## src/rtl/prbs_pattern_engine.sv

```systemverilog
// rtl/prbs_pattern_engine.sv - PRBS/user pattern generator with bit-rate NCO, bursts, error injection and slew-limited DAC drive
module prbs_pattern_engine #(
    parameter int DAC_W   = 16,
    parameter int ACC_W   = 32,
    parameter int USER_W  = 32,
    parameter int BURST_W = 16
) (
    input  logic                    dac_clk,
    input  logic                    reset,
    input  logic                    enable,
    input  logic                    start,
    input  logic [3:0]              pn_select,
    input  logic [ACC_W-1:0]        bit_rate_inc,
    input  logic [USER_W-1:0]       user_pattern,
    input  logic [$clog2(USER_W):0] user_len,
    input  logic [BURST_W-1:0]      burst_len,
    input  logic [DAC_W-1:0]        level_high,
    input  logic [DAC_W-1:0]        level_low,
    input  logic [DAC_W-1:0]        slew_step,
    input  logic                    err_inject,
    output logic [DAC_W-1:0]        dac_data,
    output logic                    bit_out,
    output logic                    bit_valid,
    output logic                    sync_out,
    output logic                    busy,
    output logic                    burst_done,
    output logic [30:0]             lfsr_state
);
    localparam int UI_W = $clog2(USER_W);
    localparam int UL_W = UI_W + 1;
    localparam logic [UL_W-1:0] ULEN_ONE = 1;
    localparam logic [UL_W-1:0] ULEN_MAX = UL_W'(USER_W);

    typedef enum logic [1:0] {IDLE, RUN, SETTLE} state_t;

    state_t             state;
    logic [ACC_W-1:0]   acc;
    logic [30:0]        lfsr;
    logic [UI_W-1:0]    uidx;
    logic [UL_W-1:0]    ulen_q;
    logic [2:0]         mode;
    logic [BURST_W-1:0] count;
    logic               err_pend;
    logic               by_burst;

    // Seed doubles as the width mask; user mode (7) keeps the LFSR at zero.
    function automatic logic [30:0] seed_of(input logic [2:0] m);
        case (m)
            3'd0:    return 31'h0000007F;
            3'd1:    return 31'h000001FF;
            3'd2:    return 31'h000007FF;
            3'd3:    return 31'h00007FFF;
            3'd4:    return 31'h000FFFFF;
            3'd5:    return 31'h007FFFFF;
            3'd6:    return 31'h7FFFFFFF;
            default: return 31'h0;
        endcase
    endfunction

    function automatic logic lfsr_fb(input logic [30:0] l, input logic [2:0] m);
        case (m)
            3'd0:    return l[6] ^ l[5];
            3'd1:    return l[8] ^ l[4];
            3'd2:    return l[10] ^ l[8];
            3'd3:    return l[14] ^ l[13];
            3'd4:    return l[19] ^ l[2];
            3'd5:    return l[22] ^ l[17];
            3'd6:    return l[30] ^ l[27];
            default: return 1'b0;
        endcase
    endfunction

    function automatic logic lfsr_msb(input logic [30:0] l, input logic [2:0] m);
        case (m)
            3'd0:    return l[6];
            3'd1:    return l[8];
            3'd2:    return l[10];
            3'd3:    return l[14];
            3'd4:    return l[19];
            3'd5:    return l[22];
            3'd6:    return l[30];
            default: return 1'b0;
        endcase
    endfunction

    logic [ACC_W:0]   acc_sum;
    logic             tick;
    logic [2:0]       mode_in;
    logic [UL_W-1:0]  ulen_in;
    logic             err_now;
    logic [UI_W-1:0]  uidx_nx;
    logic [30:0]      lfsr_nx;
    logic             next_bit;
    logic             next_sync;
    logic             first_bit;

    always_comb begin
        acc_sum   = {1'b0, acc} + {1'b0, bit_rate_inc};
        tick      = acc_sum[ACC_W];
        mode_in   = pn_select[3] ? 3'd0 : pn_select[2:0];
        err_now   = err_pend | err_inject;
        first_bit = (mode_in == 3'd7) ? user_pattern[0] : 1'b1;
        if (user_len == '0)
            ulen_in = ULEN_ONE;
        else if (user_len > ULEN_MAX)
            ulen_in = ULEN_MAX;
        else
            ulen_in = user_len;
        uidx_nx = ({1'b0, uidx} == ulen_q - ULEN_ONE) ? '0 : uidx + UI_W'(1);
        lfsr_nx = {lfsr[29:0], lfsr_fb(lfsr, mode)} & seed_of(mode);
        if (mode == 3'd7) begin
            next_bit  = user_pattern[uidx_nx];
            next_sync = (uidx_nx == '0);
        end else begin
            next_bit  = lfsr_msb(lfsr_nx, mode);
            next_sync = (lfsr_nx == seed_of(mode));
        end
    end

    // Slew limiter: work one bit wider so neither the gap nor the step can wrap.
    logic [DAC_W-1:0] target;
    logic [DAC_W-1:0] dac_nx;
    logic [DAC_W:0]   tx, dx, sx, diff, dac_up, dac_dn;
    logic             up;

    always_comb begin
        target = (state == RUN && bit_out) ? level_high : level_low;
        tx     = {1'b0, target};
        dx     = {1'b0, dac_data};
        sx     = {1'b0, slew_step};
        up     = (tx >= dx);
        diff   = up ? (tx - dx) : (dx - tx);
        dac_up = dx + sx;
        dac_dn = dx - sx;
        if (slew_step == '0 || diff <= sx)
            dac_nx = target;
        else if (up)
            dac_nx = dac_up[DAC_W-1:0];
        else
            dac_nx = dac_dn[DAC_W-1:0];
    end

    always_ff @(posedge dac_clk) begin
        if (reset) begin
            state      <= IDLE;
            acc        <= '0;
            lfsr       <= '0;
            uidx       <= '0;
            ulen_q     <= '0;
            mode       <= '0;
            count      <= '0;
            err_pend   <= 1'b0;
            by_burst   <= 1'b0;
            dac_data   <= '0;
            bit_out    <= 1'b0;
            bit_valid  <= 1'b0;
            sync_out   <= 1'b0;
            busy       <= 1'b0;
            burst_done <= 1'b0;
        end else begin
            bit_valid  <= 1'b0;
            sync_out   <= 1'b0;
            burst_done <= 1'b0;
            dac_data   <= dac_nx;
            case (state)
                IDLE: begin
                    if (start && enable) begin
                        state     <= RUN;
                        busy      <= 1'b1;
                        mode      <= mode_in;
                        ulen_q    <= ulen_in;
                        lfsr      <= seed_of(mode_in);
                        uidx      <= '0;
                        acc       <= '0;
                        count     <= BURST_W'(1);
                        by_burst  <= 1'b0;
                        bit_out   <= first_bit ^ err_now;
                        err_pend  <= 1'b0;
                        bit_valid <= 1'b1;
                        sync_out  <= 1'b1;
                    end else begin
                        err_pend <= err_now;
                    end
                end
                RUN: begin
                    if (!enable) begin
                        state    <= SETTLE;
                        bit_out  <= 1'b0;
                        err_pend <= err_now;
                    end else begin
                        acc <= acc_sum[ACC_W-1:0];
                        if (tick && burst_len != '0 && count == burst_len) begin
                            state    <= SETTLE;
                            bit_out  <= 1'b0;
                            by_burst <= 1'b1;
                            err_pend <= err_now;
                        end else if (tick) begin
                            lfsr      <= lfsr_nx;
                            uidx      <= uidx_nx;
                            bit_out   <= next_bit ^ err_now;
                            err_pend  <= 1'b0;
                            bit_valid <= 1'b1;
                            sync_out  <= next_sync;
                            if (count != '1)
                                count <= count + BURST_W'(1);
                        end else begin
                            err_pend <= err_now;
                        end
                    end
                end
                SETTLE: begin
                    err_pend <= err_now;
                    if (dac_data == level_low) begin
                        state      <= IDLE;
                        busy       <= 1'b0;
                        burst_done <= by_burst;
                    end
                end
                default: state <= IDLE;
            endcase
        end
    end

    assign lfsr_state = lfsr;

endmodule

```

## config.mk

```make
export PLATFORM = sky130hd
export DESIGN_NAME = prbs_pattern_engine
export DESIGN_NICKNAME = d
export VERILOG_FILES = /design/src/rtl/prbs_pattern_engine.sv
export SDC_FILE = /design/constraint.sdc
export NUM_CORES = 1
export LEC_CHECK = 0
export ABC_CLOCK_PERIOD_IN_PS = 5600
export BUFFER_PORTS_ARGS = -buffer_cell sky130_fd_sc_hd__clkbuf_2
export CORE_ASPECT_RATIO = 0.9
export CORE_MARGIN = 5
export CORE_UTILIZATION = 52
export CTS_CLUSTER_DIAMETER = 40
export DETAILED_ROUTE_END_ITERATION = 8
export PLACE_DENSITY_LB_ADDON = 0.3
export SLEW_MARGIN = 20
export SYNTH_ARGS = -nofsm -noshare
export SYNTH_HDL_FRONTEND = slang
export SYNTH_SLANG_ARGS = --single-unit
```

## constraint.sdc

```tcl
create_clock -name dac_clk -period 5.6 [get_ports dac_clk]
set_input_delay 1.12 -clock dac_clk [delete_from_list [all_inputs] [get_ports dac_clk]]
set_output_delay 1.12 -clock dac_clk [all_outputs]
set_load 0.01 [all_outputs]
```

==> implementation parameters <==
Parameter                              Value

Run status
  Run status    complete, but fails checks
  Violated checks    negative setup slack

Global route
  Overflow left after global routing    0
  Number of antenna violations at the first check in global routing    0
  Aggregate global-route resource usage    26.3%
  Maximum number of pins on one net before global-route repair    78
  First-pass GRT wire length    51800 microns
  Via count of the first global-routing pass    10400

Floorplan
  Total number of placement rows    49
  Placeable core region    20100 sq um
  Total die area    23500 sq um
  Die width    161 microns
  Top Ports    195
  Vertical extent of the die    146 microns
  Starting utilization of the core area    53.2%

Synthesis
  Prevailing post-synth register cell    dfxtp_1
  Sequential share of the synthesized area    22.1%
  Fraction of the mapped netlist area in adder cells    12.9%
  Portion of netlist area occupied by mux cells    5.99%
  Flop and latch count out of synthesis    118
  Cells after Synth    1370
  Combinational family with the most area after synthesis    compound AO/OA/AOI/OAI gates
  Count of distinct cell types in the synthesized netlist    70
  Share of synthesized cell area in and, or, nand and nor gates    18.9%
  Cell accounting for the most synthesized area    dfxtp_1
  Synthesis Warnings    0
  Area share of the largest cell type after synthesis    22.1%
  Share of the synthesized area in compound gates (AO/OA/AOI/OAI)    25.4%
  Leading cell types by total area after synthesis    dfxtp_1 22%, ha_1 12%, xnor2_1 7.0%, a21oi_1 6.2%, nor2_1 4.4%
  XOR/XNOR Fraction of Synth Area    9.66%
  Mean area per synthesized cell    7.81 sq um
  Number of nets in the synthesized netlist    1621
  Share of synthesized registers carrying an async set or reset    0%
  Number of flops mapped to enable cells by yosys    0
  Synthesized cell area    10700 sq um

Clock tree
  Clock insertion delay at the later pin of the skew report    0.42 ns
  Sinks on the clock net    118
  TritonCTS clock tree    yes
  H-Tree Level Count    4
  Number of buffers inserted during clock tree synthesis    17
  Reg clk slew, reported paths    0.06 ns
  Maximum clock insertion buffer count    2
  Clk Tree Root Cell    clkbuf_16

STA
  Fin. Hold Viols    0
  Total setup violations reported at the end of the flow    4
  Period utilization    101%
  Max-slew violation count    0
  Pin slew with the least headroom to its limit    1.44 ns
  Tmin final    5.64 ns
  Remaining max-slew budget at the tightest pin    3.39%
  RSZ-0062 raised after global routing    true
  Crit path setup slack, layout    -0.0394 ns
  Clock skew    0.00951 ns
  Setup tns final    -0.0793 ns
  Maximum clock frequency    177 MHz

Final layout
  Area occupied by registers    2360 sq um
  Commonest cells after routing, fill and taps aside    193 x clkbuf_2, 127 x a21oi_1, 123 x nor2_1
  Fin nets    1886
  Area occupied by multi-input gates    8230 sq um
  Most common library cell in the layout ignoring fill and taps    clkbuf_2
  Proportion of layout cells with a drive suffix above 1    26.1%
  Layout Area Growth over Synthesis    28.5%
  Number of diodes    0
  Layout Cell Area excl Fill    13700 sq um
  Fill cell count    1628

Pwr
  Cell internal pwr    3.84 mW
  Part of the total power dissipated in the clock network    17.3%
  Comb pwr share    65.3%
  Power per Cell Area    497 nW/um^2
  Leakage power    6.23 nW
  Worst vdd ir    0.000432 V
  Reported net switching power    2.99 mW
  Fraction of power consumed by sequential logic    17.5%
  Post-layout total power    6.83 mW
  Switching fraction of total power    43.8%

Detailed routing
  Number of detailed-routing iterations run before antenna repair    5
  DR vias    11400
  Iteration-0 DRC Markers    855
  Routed Wire Length    33800 microns
  Post-DR wirelength/cell    17.8 microns
  ANT nets after route    0
  Final routed DRC violation total    0
  Vias/cell    5.97

Job
  Maximum Capacitance Violations    0

Setup path
  Critical path data arrival time    5.91 ns
  Most frequent cell on the critical path    buf_4
  Kind of start point of the critical path    register
  Critical path class    register to register
  Worst Reg-to-Reg Cells    28
  Crit Reg-Reg Startpoint    state[1]$_SDFFE_PP0P_
  Critical-path top delay cell    dfxtp_2
  Critical path endpoint category    register
  Reg-to-reg critical path endpoint    dac_data[9]$_SDFF_PP0_
  Maximum single-stage delay on the critical path    0.33 ns
  Worst R2R Setup Slack    -0.04 ns
  Top fanout value on the critical path    8
  Required time of the worst setup path    5.87 ns

Placement
  HPWL after detailed placement    24700 microns
  Standard cell area after detailed placement    12500 sq um
  Routability congestion estimate    1.02
  Number of port buffers    194

Worst hold path
  Worst Hold Endpoint    acc[3]$_SDFFE_PP0P_
  Worst Min Path Start    acc[3]$_SDFFE_PP0P_
  Class of the most critical hold timing path    register to register
  Worst hold path cell count    2
## cells in the mapped netlist, types with 8 or more instances
library cell / n
a21oi_1: 133
nor2_1: 124
dfxtp_1: 118
ha_1: 104
nand2_1: 95
xnor2_1: 86
inv_1: 77
o21ai_0: 72
clkbuf_1: 48
a211oi_1: 41
a21o_1: 33
xor2_1: 32
mux2i_1: 28
nand4_1: 26
nand3_1: 24
nor3_1: 21
a22oi_1: 20
mux2_2: 18
and3_1: 17
a31oi_1: 16
nand2b_1: 16
or3_1: 16
nor2b_1: 14
nor4_1: 13
o21bai_1: 12
a22o_1: 11
o31ai_1: 11
o21a_1: 10
buf_2: 9
o211ai_1: 9
or4_1: 9
nor3b_1: 8
## timing repair
item	in CTS	in global routing
setup endpoints to repair	16	16
pin swaps	2	32
resized for setup	6	76
gates cloned	1	3
hold buffers	0	0
buffers inserted	1	14
## state kept, by name (all words and copies together) (netlist names), 2 cells and up
name        flops
acc            32
count          16
dac_data       16
lfsr_state     31
mode            3
state           2
uidx            5
ulen_q          6
## area by class of cell
class,count,share of cell area (%)
clock buffers,20,3.39
clock inverters,12,1.19
inverters,77,2.10
multi-input cells,1114,59.9
flip-flops and latches,118,17.2
well taps,255,2.32
repair buffers,307,13.9
## power by group through the flow
stage	combinational (mW)	clock (mW)	sequential, mW
final	4.46	1.18	1.19
after global routing	4.82	1.23	1.21
after CTS	3.82	1.19	1.18
after detailed placement	3.68	0	1.20
after global placement	3.64	0	1.19
after floorplan	2.51	0	1.19
## cells by family (layout without fill, tap and decap cells)
logic type,Yosys count,in the layout
flops,118,118
compound gates,422,425
simple gates,410,410
fa+ha+maj,108,108
mux,53,53
xor+xnor,118,118
buf+inv,141,416
## metrics by stage
stage	instances	hold WS, ns	util, %	setup slack, ns
after detailed placement	1852	0.453	62.2	-0.426
after CTS	1886	0.461	65.6	0.00419
after floorplan	1370	0.429	-	-0.0366
after global placement	1852	0.442	62.2	-0.301
final	1903	0.458	68.4	-0.0394
after global routing	1903	0.474	68.4	-0.216
## worst max-delay path, delay by kind of cell (launching register included)
kind | cells | cell delay [ns]
muxes | 2 | 0.49
adders and majority gates | 3 | 0.80
and+or+nand+nor | 6 | 0.84
xor gates and xnor gates | 1 | 0.15
buffers and inverters | 6 | 0.97
AOI/OAI and AO/OA | 10 | 1.91
DFF | 1 | 0.33
## worst max-delay path by stage
stage                                     start                       to  slack [ns]
after floorplan           state[1]$_SDFFE_PP0P_  dac_data[15]$_SDFF_PP0_       -0.04
after global placement             level_low[6]  dac_data[15]$_SDFF_PP0_       -0.30
after detailed placement          level_low[15]  dac_data[15]$_SDFF_PP0_       -0.43
after CTS                 state[1]$_SDFFE_PP0P_  dac_data[15]$_SDFF_PP0_       0.004
after global routing      state[1]$_SDFFE_PP0P_  dac_data[12]$_SDFF_PP0_       -0.22
final                     state[1]$_SDFFE_PP0P_   dac_data[9]$_SDFF_PP0_       -0.04
## metal layers
layer / wire length [microns] / GRT usage, % / part of all wire (%)
met5: 0 / 0 / 0
met4: 701 / 6.78 / 2.1
met1: 15000 / 35.9 / 44
met3: 2530 / 5.30 / 7.5
met2: 15500 / 42.8 / 46
(Power assumes the default switching activity.)
